`src/rtl/uba_intr_pkg.sv`:
```
// uba_intr_pkg: shared states, BR indices and widths for the UBA interrupt-acknowledge responder
package uba_intr_pkg;
  typedef enum logic [1:0] {IDLE, ARB, ACK, RESP} state_e;
  localparam int BR7 = 7;
  localparam int BR6 = 6;
  localparam int BR5 = 5;
  localparam int BR4 = 4;
  localparam int N_DEV = 5;
  localparam int VECT_W = 18;
  localparam int DATA_W = 36;
endpackage

```
`src/rtl/uba_intr_ack_if.sv`:
```
// uba_intr_ack_if: WRU bus side and device interrupt lines of the interrupt-acknowledge responder
interface uba_intr_ack_if;
  import uba_intr_pkg::*;
  logic wruREQ;
  logic [2:0] wruPI;
  logic [2:0] statPIH;
  logic [2:0] statPIL;
  logic [1:N_DEV][BR7:BR4] devINTR;
  logic [1:N_DEV] devACK;
  logic [BR7:BR4] devACKBR;
  logic devVECTV;
  logic [0:VECT_W-1] devVECT;
  logic wruACK;
  logic [0:DATA_W-1] wruDATA;
  logic wruTMO;
  modport slave (
    input wruREQ, wruPI, statPIH, statPIL, devINTR, devVECTV, devVECT,
    output devACK, devACKBR, wruACK, wruDATA, wruTMO
  );
  modport master (
    output wruREQ, wruPI, statPIH, statPIL, devINTR, devVECTV, devVECT,
    input devACK, devACKBR, wruACK, wruDATA, wruTMO
  );
endinterface

```
`src/rtl/uba_intr_arb.sv`:
```
// uba_intr_arb: picks the group, BR level and device that answer a WRU for one PI level
module uba_intr_arb
  import uba_intr_pkg::*;
(
  input  logic [2:0] i_level,
  input  logic [2:0] i_pih,
  input  logic [2:0] i_pil,
  input  logic [1:N_DEV][BR7:BR4] i_intr,
  output logic o_valid,
  output logic [1:N_DEV] o_dev,
  output logic [BR7:BR4] o_br
);
  logic [BR7:BR4][1:N_DEV] w_col;
  logic [1:N_DEV] w_req;
  logic w_hi;
  logic w_lo;
  logic w_found;
  for (genvar b = BR4; b <= BR7; b++) begin : g_br
    for (genvar d = 1; d <= N_DEV; d++) begin : g_dev
      assign w_col[b][d] = i_intr[d][b];
    end
  end
  // PI 0 means the group is disabled, so it never matches
  assign w_hi = (i_level != 3'd0) && (i_pih == i_level) && |{w_col[BR7], w_col[BR6]};
  assign w_lo = (i_level != 3'd0) && (i_pil == i_level) && |{w_col[BR5], w_col[BR4]};
  assign o_valid = w_hi || w_lo;
  assign o_br = w_hi ? (|w_col[BR7] ? 4'b1000 : 4'b0100)
              : w_lo ? (|w_col[BR5] ? 4'b0010 : 4'b0001) : 4'b0000;
  assign w_req = ({N_DEV{o_br[BR7]}} & w_col[BR7]) | ({N_DEV{o_br[BR6]}} & w_col[BR6])
               | ({N_DEV{o_br[BR5]}} & w_col[BR5]) | ({N_DEV{o_br[BR4]}} & w_col[BR4]);
  // lowest-numbered requesting device wins within the chosen BR level
  always_comb begin
    o_dev = '0;
    w_found = 1'b0;
    for (int d = 1; d <= N_DEV; d++) begin
      o_dev[d] = w_req[d] && !w_found;
      w_found = w_found || w_req[d];
    end
  end
endmodule

```
`src/rtl/uba_intr_ack.sv`:
```
// uba_intr_ack: WRU interrupt-acknowledge responder; optional ACK timeout under UBA_WRU_TIMEOUT_EN
module uba_intr_ack
  import uba_intr_pkg::*;
#(
  parameter int TIMEOUT = 64,
  parameter int CNTW = 7
) (
  input logic clk,
  input logic rst,
  uba_intr_ack_if.slave bus
);
  state_e r_state;
  state_e w_next;
  logic [2:0] r_pi;
  logic [1:N_DEV] r_dev;
  logic [1:N_DEV] w_dev;
  logic [BR7:BR4] r_br;
  logic [BR7:BR4] w_br;
  logic w_win;
  logic w_expire;
  logic [0:VECT_W-1] w_vect;
  logic [0:DATA_W-1] r_data;
  if (2 ** CNTW <= TIMEOUT) begin : g_bad_cntw
    $error("uba_intr_ack: CNTW too narrow for TIMEOUT");
  end
  uba_intr_arb u_arb (
    .i_level(r_pi),
    .i_pih(bus.statPIH),
    .i_pil(bus.statPIL),
    .i_intr(bus.devINTR),
    .o_valid(w_win),
    .o_dev(w_dev),
    .o_br(w_br)
  );
`ifdef UBA_WRU_TIMEOUT_EN
  logic [CNTW-1:0] r_cnt;
  logic r_tmo;
  assign w_expire = (r_state == ACK) && !bus.devVECTV && (r_cnt == CNTW'(TIMEOUT - 1));
  // counter idles at zero outside ACK so every ACK starts fresh; timeout flag is sticky
  always_ff @(posedge clk or negedge rst)
    if (!rst) begin
      r_cnt <= '0;
      r_tmo <= 1'b0;
    end else begin
      r_cnt <= (r_state == ACK) ? r_cnt + 1'b1 : '0;
      r_tmo <= r_tmo || w_expire;
    end
  assign bus.wruTMO = r_tmo;
`else
  assign w_expire = 1'b0;
  assign bus.wruTMO = 1'b0;
`endif
  // next-state logic; WRU strobes outside IDLE are dropped, not queued
  always_comb begin
    w_next = r_state;
    unique case (r_state)
      IDLE: w_next = bus.wruREQ ? ARB : IDLE;
      ARB: w_next = w_win ? ACK : RESP;
      ACK: w_next = (bus.devVECTV || w_expire) ? RESP : ACK;
      default: w_next = IDLE;
    endcase
  end
  // state register
  always_ff @(posedge clk or negedge rst)
    if (!rst) r_state <= IDLE;
    else r_state <= w_next;
  assign w_vect = (r_state == ACK && bus.devVECTV) ? bus.devVECT : '0;
  // latch the requested level, the arbitration winner, and the response word on RESP entry
  always_ff @(posedge clk or negedge rst)
    if (!rst) begin
      r_pi <= '0;
      r_dev <= '0;
      r_br <= '0;
      r_data <= '0;
    end else begin
      if (r_state == IDLE && bus.wruREQ) r_pi <= bus.wruPI;
      if (r_state == ARB) begin
        r_dev <= w_dev;
        r_br <= w_br;
      end
      if (w_next == RESP) r_data <= {{(DATA_W - VECT_W){1'b0}}, w_vect};
    end
  assign bus.devACK = (r_state == ACK) ? r_dev : '0;
  assign bus.devACKBR = (r_state == ACK) ? r_br : '0;
  assign bus.wruACK = (r_state == RESP);
  assign bus.wruDATA = r_data;
endmodule

```
`src/flat_wrapper.sv`:
```
// flat-port wrapper written by rule: the top's interface ports become plain ports
module uba_intr_ack_flat import uba_intr_pkg::*;
#(
  parameter int TIMEOUT = 64,
  parameter int CNTW = 7
)
  (clk, rst, bus_wruREQ, bus_wruPI, bus_statPIH, bus_statPIL, bus_devINTR, bus_devVECTV, bus_devVECT, bus_devACK, bus_devACKBR, bus_wruACK, bus_wruDATA, bus_wruTMO);
  uba_intr_ack_if bus_i ();
  input logic clk;
  input logic rst;
  input wire logic [$bits(bus_i.wruREQ)-1:0] bus_wruREQ;
  input wire logic [$bits(bus_i.wruPI)-1:0] bus_wruPI;
  input wire logic [$bits(bus_i.statPIH)-1:0] bus_statPIH;
  input wire logic [$bits(bus_i.statPIL)-1:0] bus_statPIL;
  input wire logic [$bits(bus_i.devINTR)-1:0] bus_devINTR;
  input wire logic [$bits(bus_i.devVECTV)-1:0] bus_devVECTV;
  input wire logic [$bits(bus_i.devVECT)-1:0] bus_devVECT;
  output wire logic [$bits(bus_i.devACK)-1:0] bus_devACK;
  output wire logic [$bits(bus_i.devACKBR)-1:0] bus_devACKBR;
  output wire logic [$bits(bus_i.wruACK)-1:0] bus_wruACK;
  output wire logic [$bits(bus_i.wruDATA)-1:0] bus_wruDATA;
  output wire logic [$bits(bus_i.wruTMO)-1:0] bus_wruTMO;
  assign bus_i.wruREQ = bus_wruREQ;
  assign bus_i.wruPI = bus_wruPI;
  assign bus_i.statPIH = bus_statPIH;
  assign bus_i.statPIL = bus_statPIL;
  assign bus_i.devINTR = bus_devINTR;
  assign bus_i.devVECTV = bus_devVECTV;
  assign bus_i.devVECT = bus_devVECT;
  assign bus_devACK = bus_i.devACK;
  assign bus_devACKBR = bus_i.devACKBR;
  assign bus_wruACK = bus_i.wruACK;
  assign bus_wruDATA = bus_i.wruDATA;
  assign bus_wruTMO = bus_i.wruTMO;
  uba_intr_ack #(.TIMEOUT(TIMEOUT), .CNTW(CNTW)) u_core (.clk(clk), .rst(rst), .bus(bus_i));
endmodule
```
`config.mk`:
```
export PLATFORM = sky130hd
export DESIGN_NAME = uba_intr_ack_flat
export DESIGN_NICKNAME = d
export VERILOG_FILES = /design/src/rtl/uba_intr_pkg.sv /design/src/rtl/uba_intr_ack_if.sv /design/src/rtl/uba_intr_arb.sv /design/src/rtl/uba_intr_ack.sv /design/src/flat_wrapper.sv
export SDC_FILE = /design/constraint.sdc
export NUM_CORES = 1
export LEC_CHECK = 0
export BUFFER_PORTS_ARGS = -buffer_cell sky130_fd_sc_hd__buf_4
export CAP_MARGIN = 30
export CORE_UTILIZATION = 25
export DETAILED_ROUTE_END_ITERATION = 7
export SLEW_MARGIN = 30
export SYNTH_ARGS = -nofsm -noshare
export SYNTH_HDL_FRONTEND = slang
export SYNTH_HIERARCHICAL = 1
export SYNTH_SLANG_ARGS = --single-unit
```
`constraint.sdc`:
```
create_clock -name clk -period 3.1 [get_ports clk]
set_clock_uncertainty 0.1 [all_clocks]
set_input_delay 0.155 -clock clk [delete_from_list [all_inputs] [get_ports clk]]
set_output_delay 0.155 -clock clk [all_outputs]
set_load 0.02 [all_outputs]
```
## After elaboration in Yosys (flattened, before gate mapping)

Cells that the tools add are included.

| storage, ports and cells | value |
|---|---|
| register bits | 32 |
| output and inout port bits | 47 |
| word-level logic and storage cells | 53 |

| cells by class | value |
|---|---|
| eq/ne operators | 6 |
| multiplexer cells | 11 |
| bitwise gates (word level) | 7 |
| reductions and logical operators | 24 |

Operator list:

| operator | count |
|---|---|
| 5-bit bitwise AND | 4 |
| 10-bit OR reduction | 2 |
| 18-bit 2-to-1 mux | 1 |
| 5-bit OR | 3 |
| 4-bit 2-to-1 mux | 3 |
| 1-bit logical AND | 10 |
| 5-bit OR reduction | 2 |
| 2-bit equality test (second input constant) | 3 |
| 3-bit equality test | 2 |
| 2-bit one-hot mux with 3 select lines | 1 |
| 5-bit 2-to-1 mux | 1 |
| 1-bit zero test | 4 |
| 1-bit logical OR | 4 |
| 2-bit 2-to-1 mux | 2 |
| 1-bit 2-to-1 mux | 3 |
| 3-bit nonzero test | 1 |
| 2-bit by 1-bit equality test with 1-bit output (second input constant) | 1 |
| 2-bit zero test | 1 |

## Longest topological paths before layout

Gate-level depths: netlist (run 1).

| depth | value |
|---|---|
| depth after elaboration | 14 |
| mapped depth | 8 |
| depth with buffers taken out | 7 |

## Modules after synthesis

The synthesis (run 1) kept the hierarchy.

Modules (own cells, without submodules):

| module | instances | cells an instance | area each (µm²) | sequential area each (µm²) |
|---|---|---|---|---|
| uba_intr_ack | 1 | 110 | 1,501.4 | 800.8 |
| uba_intr_arb | 1 | 60 | 416.6 | 0.0 |

## Worst setup path before layout (run 1)

OpenSTA, ideal clock, no wires.

| path | value |
|---|---|
| kind | register -> register |
| from | reg u_core.r_pi[2] |
| to | reg u_core/r_dev[5] in the netlist's numbering |
| arrival time | 2.058 ns |
| data required time | 2.875 ns |
| setup slack | 0.817 ns |
| cell stages (with the launch flop) | 8 |
| period minus slack after synthesis | 2.283 ns |
| cells stage by stage | dfrtp_1 > xor2_1 > or4_4 > buf_6 > or2_0 > and4bb_1 > and4b_1 > mux2_2 |

| between the ends | value |
|---|---|
| word-level cells in the longest chain between the ends | 13 |
| elaborated cells on any way between the ends | 21 |
| those cells by class | eq/ne (2); mux (2); bitwise (7); reduce/logical (10) |

RTL lines:

| element | line | text |
|---|---|---|
| start: declaration | uba_intr_ack.sv:14 | `logic [2:0] r_pi;` |
| start signal: assignment | uba_intr_ack.sv:76 | `if (r_state == IDLE && bus.wruREQ) r_pi <= bus.wruPI;` |
| 3-bit equality test (tied with other cells) | uba_intr_arb.sv:24 | `assign w_hi = (i_level != 3'd0) && (i_pih == i_level) && \|{w_col[BR7], w_col[BR6]};` |
| 1-bit logical AND, on equally long branches (2 in series) | uba_intr_arb.sv:24, uba_intr_arb.sv:25 |  |
| 4-bit 2-to-1 mux (*) | uba_intr_arb.sv:27 | `assign o_br = w_hi ? (\|w_col[BR7] ? 4'b1000 : 4'b0100)` |
| 5-bit bitwise AND / 4-bit 2-to-1 mux (equally long branches) | uba_intr_arb.sv:29, uba_intr_arb.sv:27 |  |
| 5-bit OR / 5-bit bitwise AND (equally long branches) | uba_intr_arb.sv:29, uba_intr_arb.sv:30 |  |
| 5-bit OR | uba_intr_arb.sv:30 | `\| ({N_DEV{o_br[BR5]}} & w_col[BR5]) \| ({N_DEV{o_br[BR4]}} & w_col[BR4]);` |
| 5-bit OR (*) | uba_intr_arb.sv:30 |  |
| 1-bit logical OR (3 in series) | uba_intr_arb.sv:37 | `w_found = w_found \|\| w_req[d];` |
| 1-bit zero test | uba_intr_arb.sv:36 | `o_dev[d] = w_req[d] && !w_found;` |
| 1-bit logical AND (*) | uba_intr_arb.sv:36 |  |
| net u_core.w_dev, one bit | uba_intr_ack.sv:16 | `logic [1:N_DEV] w_dev;` |
| end signal: assignment | uba_intr_ack.sv:78 | `r_dev <= w_dev;` |
| end: declaration | uba_intr_ack.sv:15 | `logic [1:N_DEV] r_dev;` |

The timed path passes the listed nets; every way through them passes the cells marked *.
A chain may end at the register's enable or synchronous reset.

## Worst setup path after layout (run 1)

| path | value |
|---|---|
| from | reg u_core.r_pi[2] |
| to | reg u_core.r_data, in the netlist u_core/bus.wruDATA[34] |

| between the ends | value |
|---|---|
| word-level cells in the longest chain between the ends | 7 |
| elaborated cells on any way between the ends | 11 |
| those cells by class | eq/ne (3); mux (2); reduce/logical (6) |

RTL lines:

| element | line | text |
|---|---|---|
| 3-bit equality test (tied with other cells) | uba_intr_arb.sv:24 |  |
| 1-bit logical AND, on equally long branches (2 in series) | uba_intr_arb.sv:24, uba_intr_arb.sv:25 |  |
| 1-bit logical OR (*) | uba_intr_arb.sv:26 | `assign o_valid = w_hi \|\| w_lo;` |
| net u_core.w_win | uba_intr_ack.sv:19 | `logic w_win;` |
| 1-bit 2-to-1 mux (*) | uba_intr_ack.sv:58 | `ARB: w_next = w_win ? ACK : RESP;` |
| 2-bit one-hot mux with 3 select lines (*) | uba_intr_ack.sv:56 | `unique case (r_state)` |
| 2-bit equality test (*) | uba_intr_ack.sv:81 | `if (w_next == RESP) r_data <= {{(DATA_W - VECT_W){1'b0}}, w_vect};` |
| end signal: assignment | uba_intr_ack.sv:81 |  |
| end: declaration | uba_intr_ack.sv:22 | `logic [0:DATA_W-1] r_data;` |

Marked as above.

==> results of run 1 <==
-- cell families after synthesis --
group	share of synthesized area (%)
flops	41.7
buf+inv	12.8
xor+xnor	2.74
mux	7.05
simple gates	14.6
compound gates	18.3
fa+ha+maj	2.61
other cells	0.196
-- worst max-delay path, delay by kind of cell, from the launching register on --
| kind | cells | cell delay, ns |
|---|---|---|
| AO/OA/AOI/OAI | 3 | 0.93 |
| XOR/XNOR | 1 | 0.17 |
| flip-flops | 1 | 0.42 |
| AND/OR/NAND/NOR | 2 | 0.70 |
-- power by group through the flow --
stage / logic [W] / clock network [W] / registers [W]
after CTS: 0.00120 / 0.000342 / 0.000731
after floorplan: 0.000715 / 0 / 0.000854
after global routing: 0.00129 / 0.000359 / 0.000761
after detailed placement: 0.00119 / 0 / 0.000731
after global placement: 0.00117 / 0 / 0.000735
final: 0.00119 / 0.000325 / 0.000730
-- cells in the mapped netlist (2+ instances only) --
cell type	number	share of area, %
dfrtp_1	32	42
buf_4	19	7.4
mux2_2	12	7.0
a22o_1	10	4.6
and2_1	10	3.3
inv_1	10	2.0
a22o_2	8	4.2
a31oi_1	6	2.0
nor2_1	6	1.2
nor3_1	6	1.6
xor2_1	6	2.7
buf_6	4	2.3
ha_1	4	2.6
nand2_1	3	0.59
a211oi_1	2	0.78
a21oi_1	2	0.52
a41oi_1	2	0.91
and3b_1	2	0.91
nor2b_4	2	1.4
nor4_1	2	0.65
o22ai_1	2	0.65
-- per-stage QoR --
stage	util, %	worst slack (ns)
after detailed placement	34.0	0.709
after global routing	37.9	0.602
final	37.9	0.716
after floorplan	-	0.817
after global placement	34.0	0.723
after CTS	37.7	0.691
-- worst paths after layout --
path / depth (start not counted) / from / end / slack, ns
setup / recovery: 6 / u_core/r_pi[2] / u_core/bus.wruDATA[34] / 0.72
hold / removal: 2 / bus_devVECT[1] / u_core/bus.wruDATA[34] / 0.01
setup reg to reg: 6 / u_core/r_pi[2] / u_core/bus.wruDATA[34] / 0.72
hold reg to reg: 1 / u_core/r_br[4] / u_core/r_br[4] / 0.40
max in group asynchronous: 2 / rst / u_core/bus.wruDATA[24] / 2.35
min in group asynchronous: 2 / rst / u_core/r_state[0] / 0.26
-- layout make-up --
| type | count | area share (%) |
|---|---|---|
| multi-input cells | 121 | 33.9 |
| flip-flops and latches | 32 | 28.9 |
| repair buffers | 98 | 28.2 |
| well taps | 99 | 4.46 |
| clock buffers | 8 | 3.25 |
| inverters | 10 | 1.35 |
-- metal layers --
layer	GRT usage, %	vias to the layer above	part of all wire (%)
li1	-	779	-
met1	15.5	740	45
met2	20.2	58	49
met3	3.02	3	5.7
met4	4.04	0	0.49
met5	0	-	0
-- flip-flops by register name, indices dropped and copies added (netlist names) --
| name | flops |
|---|---|
| u_core/r_state | 2 |
| u_core/bus.wruDATA | 18 |
| u_core/r_dev | 5 |
| u_core/r_br | 4 |
| u_core/r_pi | 3 |
==> flow_summary.json, run 1 <==
{
  "instances_no_fill": 368,
  "cts.repair.resized": 0,
  "die-area_mm2": 0.00803,
  "min_period_over_period_pct": 76.9,
  "p_seq_share_pct": 32.5,
  "cp_slowest_stage_delay_ns": 0.62,
  "crit_required_ns": 3.21,
  "postCtsHoldBufs": 18,
  "dp_hpwl_um": 3370,
  "clockPowerShare_pct": 14.5,
  "synth_cells": 170,
  "finalHoldViolations": 0,
  "hp-class": "input pin to flop",
  "cp-end-kind": "flop",
  "area_growth_pct": 44.7,
  "grt_util_all_layers_pct": 12.1,
  "via_count": 1580,
  "route.detailed.drc": 0,
  "die_w_um": 89.6,
  "cts_root_buf": "clkbuf_8",
  "multi_input_area_um2": 940,
  "grt_max_degree": 33,
  "place.port_buffers": 78,
  "crit_chain": "xor2_1 -> or4_4 -> o21ai_1 -> nor2b_4 -> o21ai_4 -> a22o_2",
  "path_class": "flop to flop",
  "maxSlewHeadroom_pct": 65.1,
  "cts_tree": "done",
  "cts_buffers": 5,
  "viasPerCell": 4.29,
  "grt_pass1_wl_um": 7380,
  "fp.dieH_um": 89.6,
  "tns_ns": 0,
  "min_period_ns": 2.38,
  "drv_cap": 0,
  "drt-pass1-iter-count": 4,
  "wire_per_inst_um": 12.2,
  "final-setup-viol-count": 0,
  "worst_pin_slew_ns": 0.521,
  "clk_pin_slew_ns": 0.06,
  "rsz0062_at_grt": "false",
  "power.leakage_nw": 1.39,
  "slowest_stage": "or4_4",
  "drtIter0Drc": 66,
  "rows": 31,
  "synth_edf_count": 0,
  "gp_congestion": 0.759,
  "design_area_mm2": 0.00278,
  "p_int_w": 0.00137,
  "ir_drop_mv": 0.409,
  "n_antenna_cell": 0,
  "io_pins": 98,
  "ys_warn_count": 6,
  "start_util_pct": 26.2,
  "syn-cell-area_mm2": 0.00192,
  "grt_antenna_before_repair": 0,
  "ys.flop_type": "dfrtp_1",
  "postCtsSetupBuffers": 0,
  "cts_max_level": 2,
  "power_density_mw_per_mm2": 809,
  "worstPathArrival_ns": 2.50,
  "num-fill-cells": 747,
  "drive_gt1_share_pct": 42.8,
  "totalPowerFinal_w": 0.00225,
  "slew_viol_final": 0,
  "async_reset_ff_share_pct": 100,
  "drt-total-wl_um": 4480,
  "grt_pass1_vias": 1596,
  "coreArea_mm2": 0.00733,
  "worstSetupStartpointType": "flop",
  "critPathMaxFanout": 18,
  "layout_common_cells": "buf_4, dfrtp_1, dlygate4sd3_1, conb_1, mux2_2",
  "combPwrFrac_pct": 53.0,
  "finalNetCount": 323,
  "dp_cells": 341,
  "ys_seq_elements": 32,
  "switching_share_pct": 38.9,
  "hold_ws_ns": 0.0121,
  "synthDistinctLibCells": 41,
  "clock_latency_ns": 0.28,
  "cts_sinks": 32,
  "placedInstanceArea_mm2": 0.00249,
  "gr-total-overflow": 0,
  "p_sw_w": 0.000874,
  "yosysSeqAreaShare_pct": 41.7,
  "run_status": "finished clean",
  "seqCellArea_um2": 801,
  "fmax_mhz": 419,
  "final_common_cell": "buf_4",
  "final_antenna_net_count": 0,
  "syn_avg_cell_area_um2": 11.3,
  "clk_path_buf_depth": 2
}
Power figures use the tool's default switching activity.
==> inputs of run 2 (changes only) <==
==> constraint.sdc (replaced) <==
create_clock -name clk -period 2.5 [get_ports clk]
set_clock_uncertainty 0.1 [all_clocks]
set_input_delay 0.125 -clock clk [delete_from_list [all_inputs] [get_ports clk]]
set_output_delay 0.125 -clock clk [all_outputs]
set_load 0.02 [all_outputs]
==> run 2 against run 1 <==
  * Final cell count increased by 1.4%
  * Global-route usage is 0.57 points lower
  * Via count increased by 2.8%
  * First-iteration DRC count decreased by 15%
  * Routed wire length about the same
  * Clock-buffer cell count is 2 lower
  * Clock power rose by 26%
  * Maximum frequency rose by 1.4%
  * Critical path depth stayed put
  * Sequential power grew 22%
  * Non-clock buffer count grew 5
==> flow_summary.json, run 2 (same netlist as run 1, synthesis figures left out) <==
{
  "run_status": "finished clean",
  "tns_ns": 0,
  "start_util_pct": 26.2,
  "power.leakage_nw": 1.43,
  "finalNetCount": 328,
  "n_antenna_cell": 0,
  "die-area_mm2": 0.00803,
  "worstSetupStartpointType": "flop",
  "grt_max_degree": 33,
  "totalPowerFinal_w": 0.00283,
  "fp.dieH_um": 89.6,
  "clk_path_buf_depth": 2,
  "crit_chain": "xor2_1 -> or4_4 -> or2_0 -> and4bb_1 -> and4b_1 -> mux2_2",
  "place.port_buffers": 78,
  "largest_reg_flops": 18,
  "via_count": 1624,
  "postCtsHoldBufs": 22,
  "final-setup-viol-count": 0,
  "rsz0062_at_grt": "false",
  "reg2reg_slack_ns": 0.15,
  "area_growth_pct": 47.8,
  "io_pins": 98,
  "route.detailed.drc": 0,
  "cts_buffers": 5,
  "dp_hpwl_um": 3380,
  "drtIter0Drc": 56,
  "drt-total-wl_um": 4480,
  "cts_max_level": 2,
  "hp-class": "input pin to flop",
  "gr-total-overflow": 0,
  "drive_gt1_share_pct": 43.4,
  "final_antenna_net_count": 0,
  "rows": 31,
  "min_period_over_period_pct": 94.0,
  "critPathTopFamily": "simple AND/OR/NAND/NOR gates",
  "cts_sinks": 32,
  "clk_pin_slew_ns": 0.07,
  "viasPerCell": 4.35,
  "clock_latency_ns": 0.28,
  "slowest_stage": "or4_4",
  "grt_pass1_vias": 1567,
  "gp_congestion": 0.810,
  "critPathBufInv": 0,
  "grt_util_all_layers_pct": 11.6,
  "wire_per_inst_um": 12.0,
  "critPathMaxFanout": 11,
  "cp_slowest_stage_delay_ns": 0.61,
  "finalHoldViolations": 0,
  "min_period_ns": 2.35,
  "power_density_mw_per_mm2": 1000,
  "num-fill-cells": 740,
  "crit_required_ns": 2.56,
  "multi_input_area_um2": 940,
  "cp-end-kind": "flop",
  "layout_common_cells": "buf_4, dfrtp_1, dlygate4sd3_1",
  "die_w_um": 89.6,
  "cts_root_buf": "clkbuf_8",
  "grt_antenna_before_repair": 0,
  "coreArea_mm2": 0.00733,
  "slew_viol_final": 0,
  "postCtsSetupBuffers": 0,
  "fmax_mhz": 425,
  "seqCellArea_um2": 801,
  "path_class": "flop to flop",
  "cts.repair.resized": 0,
  "drt-pass1-iter-count": 4,
  "grt_pass1_wl_um": 7160,
  "cts_tree": "done",
  "worstPathArrival_ns": 2.41,
  "ir_drop_mv": 0.789,
  "drv_cap": 0,
  "final_common_cell": "buf_4"
}
run 2: path summary, 6_finish.rpt:
path,start,endpoint,depth (start not counted)
min,bus_wruREQ,u_core/r_pi[1],3
min in group asynchronous,rst,u_core/bus.wruDATA[31],2
max in group asynchronous,rst,u_core/bus.wruDATA[24],2
max reg2reg,u_core/r_pi[2],u_core/r_dev[5],6
max,u_core/r_pi[2],u_core/r_dev[5],6
min reg2reg,u_core/r_br[7],u_core/r_br[7],1
run 2: power breakdown:
part | switching (W) | internal, W | total [W]
clock | 0.000190 | 0.000220 | 0.000410
sequential | 0.000143 | 0.000749 | 0.000892
combinational | 0.000758 | 0.000775 | 0.00153
run 2: layer usage:
layer,wire length [µm],global-route usage [%]
met3,199,2.83
met5,0,0
met1,2040,15.0
met4,8,2.89
met2,2240,19.4
run 2: final cells by class:
class | count | area share, %
timing repair buffer | 103 | 29.7
sequential | 32 | 28.2
clock inverter | 2 | 0.353
tap | 99 | 4.37
multi-input combinational | 121 | 33.1
inverter | 10 | 1.32
clock buffer | 6 | 2.91
run 2: per-stage QoR:
stage	setup slack (ns)	hold WS [ns]	std cells	utilization [%]	area, µm²
final	0.150	0.177	373	38.7	2840
after global routing	0.0501	0.200	373	38.7	2840
after CTS	0.137	0.166	373	38.7	2840
after detailed placement	0.158	-0.00135	343	34.4	2520
after global placement	0.199	-0.00263	343	34.4	2520
after floorplan	0.217	-0.271	188	-	1990
run 2: tightest hold or removal path, cell delays in order:
cell and delay [ns]:
buf_4 0.11, nand2_1 0.12, mux2_2 0.16
==> inputs of run 3 (changes only) <==
--- a/config.mk
+++ b/config.mk
@@ -5,6 +5,7 @@
 export SDC_FILE = /design/constraint.sdc
 export NUM_CORES = 1
 export LEC_CHECK = 0
+export ABC_AREA = 1
 export BUFFER_PORTS_ARGS = -buffer_cell sky130_fd_sc_hd__buf_4
 export CAP_MARGIN = 30
 export CORE_UTILIZATION = 25
==> constraint.sdc (replaced) <==
create_clock -name clk -period 2.71 [get_ports clk]
set_clock_uncertainty 0.1 [all_clocks]
set_input_delay 0.1355 -clock clk [delete_from_list [all_inputs] [get_ports clk]]
set_output_delay 0.1355 -clock clk [all_outputs]
set_load 0.02 [all_outputs]
==> run 3 against run 2 <==
  * The flow now finishes with violations (DRC)
  * Area after synthesis increased by 20%
  * Routed wire length increased by 25%
  * Worst setup slack better by 0.45 ns
  * Final cell count up 30%
  * Clock power increased by 9.0%
  * Largest cell class unchanged
  * Largest power group unchanged
  * Highest routed layer unchanged
==> flow_summary.json, run 3 <==
{
  "power.leakage_nw": 1.80,
  "n_antenna_cell": 0,
  "cts.repair.resized": 0,
  "final-setup-viol-count": 0,
  "yosysSeqAreaShare_pct": 34.7,
  "dr_wl_met2_um": 2710,
  "rsz0062_at_grt": "false",
  "dp_hpwl_um": 4400,
  "coreArea_mm2": 0.00885,
  "rows": 34,
  "drive_gt1_share_pct": 33.8,
  "synth_edf_count": 0,
  "layout_setup_ws_ns": 0.604,
  "drv_cap": 0,
  "critPathMaxFanout": 20,
  "grt_antenna_before_repair": 0,
  "clock_latency_ns": 0.28,
  "dp_slack_ns": 0.585,
  "rr_worst_depth": 7,
  "largest_reg_flops": 18,
  "synth_most_common_cell": "nand2_1",
  "route.detailed.drc": 12,
  "met3_length_um": 415,
  "ys.flop_type": "dfrtp_1",
  "finalHoldViolations": 0,
  "syn-cell-area_mm2": 0.00231,
  "worstSetupStartpointType": "flop",
  "maxSlewHeadroom_pct": 53.4,
  "fp.dieH_um": 98.1,
  "final_antenna_net_count": 0,
  "drtIter0Drc": 107,
  "ys_seq_elements": 32,
  "power_density_mw_per_mm2": 828,
  "run_status": "complete, but fails checks",
  "worstHoldPathCells": 5,
  "totalPowerFinal_w": 0.00250,
  "final_common_cell": "buf_4",
  "drt-pass1-iter-count": 7,
  "grt_pass1_vias": 1999,
  "wire_per_inst_um": 11.5,
  "place.port_buffers": 78,
  "gr-total-overflow": 0,
  "hold_start": "bus_devVECT[5]",
  "min_period_over_period_pct": 77.7,
  "violations": "DRC",
  "grt_util_all_layers_pct": 11.9,
  "grt_max_degree": 33,
  "path_class": "flop to flop",
  "wl_met1_um": 2400,
  "slew_viol_final": 0,
  "grt_pass1_wl_um": 9290,
  "hold_ws_ns": 0.0930,
  "viasPerCell": 4.17,
  "synth_common_cells": "nand2_1, inv_1, dfrtp_1, nor2_1, nand4_1",
  "drt-total-wl_um": 5590,
  "r2r-start": "u_core/r_state[0]",
  "via_count": 2017,
  "area_growth_pct": 31.1,
  "die_w_um": 98.1,
  "synth_area_leader_cell": "dfrtp_1",
  "synthDistinctLibCells": 26,
  "syn_avg_cell_area_um2": 7.80,
  "cts_max_level": 2,
  "fin_util_pct": 34.2,
  "fmax_mhz": 475,
  "cp-end-kind": "flop",
  "worst_pin_slew_ns": 0.699,
  "tns_ns": 0,
  "clk_pin_slew_ns": 0.07,
  "async_reset_ff_share_pct": 100,
  "ys_warn_count": 6,
  "maxUsedRoutingLayer": "met4",
  "cts_root_buf": "clkbuf_8",
  "ys_top_cells_by_area": "dfrtp_1, nand2_1, inv_1",
  "hp-class": "input pin to flop",
  "min_period_ns": 2.11,
  "start_util_pct": 26.1,
  "reg2reg_slack_ns": 0.60,
  "synth_top_area_share_pct": 34.7,
  "layout_common_cells": "buf_4, nand2_1, inv_1",
  "worstPathArrival_ns": 2.17,
  "r2r_end": "u_core/bus.wruDATA[28]",
  "clk_path_buf_depth": 2,
  "synth_cells": 296,
  "ir_drop_mv": 0.343,
  "crit_required_ns": 2.77,
  "die-area_mm2": 0.00962,
  "finalNetCount": 430,
  "io_pins": 98,
  "gp_congestion": 0.804,
  "cts_buffers": 5,
  "cts_tree": "done",
  "hold-path-endpoint": "u_core/bus.wruDATA[30]",
  "cts_sinks": 32
}
==> run 3: cell count changes after synthesis, moves of 6 or more <==
cell and change:
nand3_1 +7, and2_1 -10, nor2_1 +26, inv_1 +39, nand2_2 +6, nand4_1 +23
nand2_1 +67, xor2_1 -6, a22o_2 -8, a22o_1 -10
==> run 3: worst max path at each step <==
stage,slack (ns),endpoint,depth (start not counted),start
finish,0.60,u_core/bus.wruDATA[28],7,u_core/r_state[0]
global route,0.42,u_core/bus.wruDATA[30],7,u_core/r_state[0]
CTS,0.57,u_core/bus.wruDATA[28],7,u_core/r_state[0]
detailed placement,0.59,u_core/bus.wruDATA[33],7,u_core/r_state[0]
global placement,0.64,u_core/bus.wruDATA[32],7,u_core/r_state[0]
floorplan,0.97,u_core/bus.wruDATA[21],13,u_core/r_pi[2]
==> run 3: cell families (layout without fill, tap and decap cells) <==
family          Yosys count  count (layout)  share of synthesized area, %
simple gates            161             161                          37.4
buf+inv                  81             143                          18.1
flops                    32              32                          34.7
mux                      12              12                          5.85
fa+ha+maj                 4               4                          2.17
xor+xnor                  3               3                          1.14
compound gates            2               2                         0.488
other cells               1              19                         0.162
==> run 3: where the power goes <==
group	internal, W	switching, W	leakage, nW
clock	0.000273	0.000175	0.0552
combinational	0.000477	0.000866	1.31
sequential	0.000617	0.0000976	0.429
total	0.00137	0.00114	1.80
==> run 3: critical path, cell delays in order (launching register included) <==
cell,delay [ns]
dfrtp_1,0.41
inv_1,0.10
ha_1,0.44
nand2_4,0.23
nand3_4,0.27
nand3_4,0.24
nand2_1,0.13
nand2_1,0.06
==> run 3: stage by stage <==
stage / std cells / instance area, µm²
2_1_floorplan: 314 / 2380
3_3_place_gp: 472 / 2880
3_5_place_dp: 472 / 2880
4_1_cts: 484 / 3030
5_1_grt: 484 / 3030
6_report: 484 / 3030
==> run 3: layer usage <==
layer	GRT usage, %	up-vias
li1	-	1034
met1	15.0	906
met2	20.2	68
met3	3.08	9
met4	3.26	0
met5	0	-
==> run 3: layout make-up <==
cell class | count | area [µm²]
clock buffers | 6 | 72.6
clock inverters | 2 | 35.0
fillers | 962 | 5820
inverters | 53 | 199
multi-input cells | 201 | 1160
flip-flops and latches | 32 | 801
well taps | 108 | 135
repair buffers | 82 | 626
==> run 3: what timing repair did <==
action                    CTS  global route
hold buffers                4             0
hold endpoints to repair   35             0
buffers inserted            0             0
